## config.mk

```make
export PLATFORM = sky130hd
export DESIGN_NAME = count_sequencer
export DESIGN_NICKNAME = d
export VERILOG_FILES = /design/src/rtl/count_seq_pkg.sv /design/src/rtl/count_seq_prescaler.sv /design/src/rtl/count_sequencer.sv
export SDC_FILE = /design/constraint.sdc
export NUM_CORES = 1
export LEC_CHECK = 0
export CAP_MARGIN = 20
export CORE_UTILIZATION = 39
export DETAILED_ROUTE_END_ITERATION = 6
export DONT_BUFFER_PORTS = 1
export PLACE_DENSITY_LB_ADDON = 0.25
export SLEW_MARGIN = 10
export SYNTH_ARGS = -nofsm -noshare
export SYNTH_HDL_FRONTEND = slang
export SYNTH_SLANG_ARGS = --single-unit
```

## constraint.sdc

```tcl
create_clock -name clk -period 2.8 [get_ports clk]
set_input_delay 0.14 -clock clk [delete_from_list [all_inputs] [get_ports clk]]
set_output_delay 0.14 -clock clk [all_outputs]
set_load 0.01 [all_outputs]
```

## src/rtl/count_seq_pkg.sv

```systemverilog
// Shared types and constants for the count sequencer run controller.
package count_seq_pkg;

  typedef enum logic [1:0] {
    IDLE  = 2'b00,
    RUN   = 2'b01,
    PAUSE = 2'b10,
    DONE  = 2'b11
  } state_t;

  localparam logic MODE_ONESHOT = 1'b0;
  localparam logic MODE_RELOAD  = 1'b1;

endpackage

```

## src/rtl/count_seq_prescaler.sv

```systemverilog
// Tick divider for the count sequencer: one tick every div+1 enabled clocks.
// Only instantiated when COUNT_SEQ_PRESCALE_EN is defined.
module count_seq_prescaler #(
  parameter int PRE_W = 4
) (
  input  logic             clk,
  input  logic             r,
  input  logic             en,
  input  logic             clr,
  input  logic [PRE_W-1:0] div,
  output logic             tick
);

  logic [PRE_W-1:0] cnt;

  assign tick = en && (cnt == div);

  // clr beats en so a restart or abort always begins a fresh division period
  always_ff @(posedge clk or negedge r) begin
    if (!r) begin
      cnt <= '0;
    end else if (clr) begin
      cnt <= '0;
    end else if (en) begin
      if (cnt == div) begin
        cnt <= '0;
      end else begin
        cnt <= cnt + PRE_W'(1);
      end
    end
  end

endmodule

```

## src/rtl/count_sequencer.sv

```systemverilog
// Run controller for the up-counter: start/pause/stop/load, terminal count, one-shot or reload.
// Define COUNT_SEQ_PRESCALE_EN to add the prescale port and tick divider.
module count_sequencer
  import count_seq_pkg::*;
#(
  parameter int N = 4
`ifdef COUNT_SEQ_PRESCALE_EN
  , parameter int PRE_W = 4
`endif
) (
  input  logic             clk,
  input  logic             r,
  input  logic             start,
  input  logic             pause,
  input  logic             stop,
  input  logic             load,
  input  logic [N-1:0]     load_val,
  input  logic [N-1:0]     limit,
  input  logic             mode,
`ifdef COUNT_SEQ_PRESCALE_EN
  input  logic [PRE_W-1:0] prescale,
`endif
  output logic [N-1:0]     out,
  output logic [1:0]       state,
  output logic             busy,
  output logic             done,
  output logic             wrap
);

  state_t st;
  logic   tick;

`ifdef COUNT_SEQ_PRESCALE_EN
  logic pre_en;
  logic pre_clr;

  // The divider only advances on RUN cycles that actually tick-compare, and
  // restarts whenever a fresh run begins from IDLE or DONE
  assign pre_en  = (st == RUN) && !stop && !pause;
  assign pre_clr = stop || (start && !load && ((st == IDLE) || (st == DONE)));

  count_seq_prescaler #(
    .PRE_W(PRE_W)
  ) u_prescaler (
    .clk  (clk),
    .r    (r),
    .en   (pre_en),
    .clr  (pre_clr),
    .div  (prescale),
    .tick (tick)
  );
`else
  assign tick = 1'b1;
`endif

  assign state = st;
  assign busy  = (st == RUN) || (st == PAUSE);

  // Priority is stop > load > start > pause; load is a no-op while running
  always_ff @(posedge clk or negedge r) begin
    if (!r) begin
      st   <= IDLE;
      out  <= '0;
      done <= 1'b0;
      wrap <= 1'b0;
    end else begin
      done <= 1'b0;
      wrap <= 1'b0;
      if (stop) begin
        st  <= IDLE;
        out <= '0;
      end else if (load && (st != RUN)) begin
        out <= load_val;
      end else begin
        case (st)
          IDLE: begin
            if (start) st <= RUN;
          end
          RUN: begin
            if (pause) begin
              st <= PAUSE;
            end else if (tick) begin
              if (out != limit) begin
                out <= out + N'(1);
              end else begin
                case (mode)
                  MODE_ONESHOT: begin
                    st   <= DONE;
                    done <= 1'b1;
                  end
                  MODE_RELOAD: begin
                    out  <= '0;
                    wrap <= 1'b1;
                  end
                  default: ;
                endcase
              end
            end
          end
          PAUSE: begin
            if (start) st <= RUN;
          end
          DONE: begin
            if (start) begin
              st  <= RUN;
              out <= '0;
            end
          end
          default: st <= IDLE;
        endcase
      end
    end
  end

endmodule

```

Word level (Yosys, flattened, before mapping). Cells that the tools add are included.

Register bits: 8. Input bits: 15. Output and inout port bits: 9.

Add/sub/neg operators: 1. Equality and inequality tests: 12. Muxes and demuxes: 26. Reductions and logical operators: 7.

Operators with widths (number): two-way mux 4 bit (6); two-way mux 1 bit (12); two-way mux 2 bit (6); inequality test 4 bit (second input constant) (3); one-hot mux 4 bit (2 select lines) (1); AND reduction 4 bit (2); inequality test 5 x 3 -> 1 bit (second input constant) (1); adder 4 x 1 -> 4 bit (second input constant) (1); == test 2 bit (second input constant) (2); inequality test 4 x 3 -> 1 bit (second input constant) (1); inequality test 4 bit (1); one-hot mux 2 bit (2 select lines) (1); nonzero test 4 bit (1); inequality test 3 x 1 -> 1 bit (second input constant) (1); OR reduction 3 bit (1); == test 2 x 1 -> 1 bit (second input constant) (1); logical NOT 2 bit (1); inequality test 2 x 1 -> 1 bit (second input constant) (1); inequality test 2 bit (second input constant) (1); logical AND 1 bit (1); logical OR 1 bit (1).

Longest topological paths before layout.
Depth after elaboration: 6. Depth in mapped cells: 8. Depth with buffers taken out: 7.

Worst setup path before layout. Ideal clock, no wire load.

Path type: register to register. Start point: register st[0], in the netlist state[0]. End point: register out[2]. Arrival time: 1.385 ns. Required time: 2.677 ns. Slack: 1.292 ns. Stages on the path, launching flop included: 7. Path buffers: 1. Clock period less this slack: 1.508 ns. Path through: dfrtp_1 -> ha_1 -> nor2b_1 -> buf_4 -> and4bb_1 -> a21oi_1 -> o2bb2ai_1.

Word-level cells in the longest chain between the ends: 4.

Ends and longest elaborated chain: from (decl) (line count_sequencer.sv:30) `state_t st;`; from (signal assigned) (line count_sequencer.sv:62) `st <= IDLE;`; from (signal assigned) (line count_sequencer.sv:70) `st <= IDLE;`; from (signal assigned) (line count_sequencer.sv:77) `if (start) st <= RUN;`; inequality test 2 x 1 -> 1 bit (tied with other cells) (line count_sequencer.sv:72) `end else if (load && (st != RUN)) begin`; logical AND 1 bit or one-hot mux 4 bit (2 select lines) (tied branches) (line count_sequencer.sv:72, count_sequencer.sv:75); inequality test 5 x 3 -> 1 bit (no source line) (tied with other cells); AND reduction 4 bit (no source line) or two-way mux 4 bit (tied branches); to (signal assigned) (line count_sequencer.sv:73) `out <= load_val;`; to (signal assigned) (line count_sequencer.sv:84) `out <= out + N'(1);`; to (decl) (line count_sequencer.sv:23) `output logic [N-1:0] out,`.

Parallel ways exist; a longest one is shown, timed or not. A chain may end at the register's enable or synchronous reset.

Worst setup path in the final report.
Start point: register st[1], in the netlist state[1]. End point: register out[2].

Same word-level chain as after synthesis.

==> results.sh <==
export IMPL_status="finished clean"
export IMPL_rows=13
export IMPL_post_route_cell_area_um2=634
export IMPL_core_area_um2=1350
export IMPL_hpwlAfterDp_um=914
export IMPL_htreeDepth=1
export IMPL_reg2reg_from="state[1]"
export IMPL_fin_hold_ws_ps=39.5
export IMPL_ys_seq_area_share_pct=34.5
export IMPL_vias=472
export IMPL_totalWireLength_mm=1.19
export IMPL_worst_path_buf_inv=1
export IMPL_synth_commonest_cells="dfrtp_1, a21oi_1, nor2_1, o2bb2ai_1, xnor2_1"
export IMPL_cts_buffers=3
export IMPL_die_x_um=40.6
export IMPL_p_total_uw=362
export IMPL_grt_max_degree=10
export IMPL_fin_setup_tns_ps=0
export IMPL_tightest_slew_ps=521
export IMPL_port_buffer_count=0
export IMPL_vias_per_cell=5.90
export IMPL_startpoint_type="flip-flop"
export IMPL_path_max_fanout=9
export IMPL_cts_tree="built"
export IMPL_path_class="flip-flop to flip-flop"
export IMPL_crit_chain="inv_1, ha_1, nor2b_1, and4bb_1, a21oi_1, o2bb2ai_1"
export IMPL_rsz0062_at_grt="false"
export IMPL_path_clk_slew_ps=50
export IMPL_clock_sinks=8
export IMPL_drc=0
export IMPL_drt_initial_drc_count=3
export IMPL_slew_headroom_pct=65.2
export IMPL_start_util_pct=43.0
export IMPL_ctsRootBufferMaster="clkbuf_4"
export IMPL_cp_top_family="simple AND/OR/NAND/NOR gates"
export IMPL_synthArstFlopShare_pct=100
export IMPL_synth_most_common_cell="dfrtp_1"
export IMPL_fmax_mhz=537
export IMPL_placed_cell_area_um2=592
export IMPL_place_congestion=0.719
export IMPL_grt_pass1_wl_mm=1.77
export IMPL_synth_edff_count=0
export IMPL_crit_required_ps=2930
export IMPL_endpoint="out[2]"
export IMPL_crit_path_end_kind="flip-flop"
export IMPL_period_needed_ps=1860
export IMPL_worstRegToRegCells=6
export IMPL_synth_nets=79
export IMPL_p_leak_nw=0.277
export IMPL_syn_inst=61
export IMPL_fin_nets=85
export IMPL_setup_viol=0
export IMPL_ys_types=29
export IMPL_synth_top_area_share_pct=34.5
export IMPL_cpMaxStageDelayCell="dfrtp_1"
export IMPL_power_density_nw_per_um2=571
export IMPL_diodes=0
export IMPL_drtAntennaViolNets=0
export IMPL_ys_flop_type="dfrtp_1"
export IMPL_ys_seq_elements=8
export IMPL_drtPass1Iterations=4
export IMPL_post_route_util_pct=47.0
export IMPL_ir_worst_vdd_uv=296
export IMPL_rrSetupSlack_ps=940
export IMPL_yosys_top_cells_area="dfrtp_1, ha_1, o2bb2ai_1"
export IMPL_cts_resized=0
export IMPL_worstSetupPathDepth=6
export IMPL_antenna_found_initial=0
export IMPL_routedWlPerCell_um=14.9
export IMPL_maxSlewViolCount=0
export IMPL_syn2layout_area_growth_pct=9.27
export IMPL_post_route_period_util_pct=66.5
export IMPL_die_y_um=40.6
export IMPL_drive_gt1_share_pct=12.3
export IMPL_insertion_delay_ps=250
export IMPL_cp_arrival_ps=1990
export IMPL_hp_class="input pin to flip-flop"
export IMPL_synth_avg_cell_area_um2=9.52
export IMPL_die_area_um2=1650
export IMPL_yosysWarnings=0
export IMPL_crit_start="state[1]"
export IMPL_critPathMaxStageDelay_ps=460
export IMPL_cts_buffer_depth=2
export IMPL_fin_skew_ps=3.20
export IMPL_syn_area_um2=581
export IMPL_grt_use_total_pct=17.3
export IMPL_hold_viol=0
export IMPL_grt_pass1_vias=426
export IMPL_grt_overflow_total=0
export IMPL_maxCapViolCount=0
export IMPL_yosysTopAreaCell="dfrtp_1"
export IMPL_io_pins=24
export IMPL_r2r_end="out[2]"
==> routing by layer <==
layer / wire (um) / share of wire [%] / up-vias / global-route usage, %
met2: 504 / 42 / 19 / 23.0
met3: 58 / 4.9 / 4 / 5.00
met4: 29 / 2.4 / 0 / 12.5
met5: 0 / 0 / - / 0
met1: 598 / 50 / 215 / 23.0
li1: - / - / 234 / -
==> cells by family (layout without fill, tap and decap cells) <==
family	Yosys count	in the layout	share of synthesized area (%)
compound gates	18	18	24.4
xor+xnor	4	4	6.03
fa+ha+maj	3	3	6.47
buf+inv	4	8	3.23
flops	8	8	34.5
simple gates	24	24	25.4
==> metrics by stage <==
step           setup WS (ps)  instances
2_1_floorplan           1290         61
3_3_place_gp             987         75
3_5_place_dp             952         75
4_1_cts                  940         80
5_1_grt                  792         80
6_report                 939         80
==> placed cells by master (no fill, tap or decap), drive strengths merged, types with 2 or more instances in the layout <==
cell,count
xnor2,4
nand3,3
dfrtp,8
nor2b,3
clkbuf,3
ha,3
a21oi,4
o21ai,2
a22oi,2
nand2b,3
dlygate4sd3,2
nand2,3
nor3,2
nor2,4
o2bb2ai,4
inv,3
==> registers in the layout, indices dropped and copies added (netlist names) <==
name / flops
out: 4
state: 2
done: 1
wrap: 1
==> final cells by class <==
cell class / instances / area, um^2
Timing Repair Buffer: 2 / 20.0
Sequential cell: 8 / 200
Multi-Input combinational cell: 49 / 362
Tap cell: 15 / 18.8
Clock buffer: 3 / 22.5
Inverter: 3 / 11.3
Fill cell: 136 / 716
==> timing repair <==
item	4_1_cts	5_1_grt
buffers inserted	0	0
hold endpoints to repair	10	0
hold buffers	2	0
==> report_power, final <==
group	internal (mW)	leakage, nW	switching [mW]
registers	0.130	0.108	0.0342
clock network	0.0490	0.0138	0.0389
logic	0.0530	0.156	0.0568
==> how the worst min path moves through the flow <==
stage	start	to	slack [ps]	depth (start not counted)
floorplan	r	done	-160	0
global placement	r	wrap	-160	0
detailed placement	r	done	-160	0
CTS	mode	wrap	40	1
global route	mode	wrap	40	1
finish	mode	wrap	40	1
No activity file was read; power rests on OpenSTA's default activity.
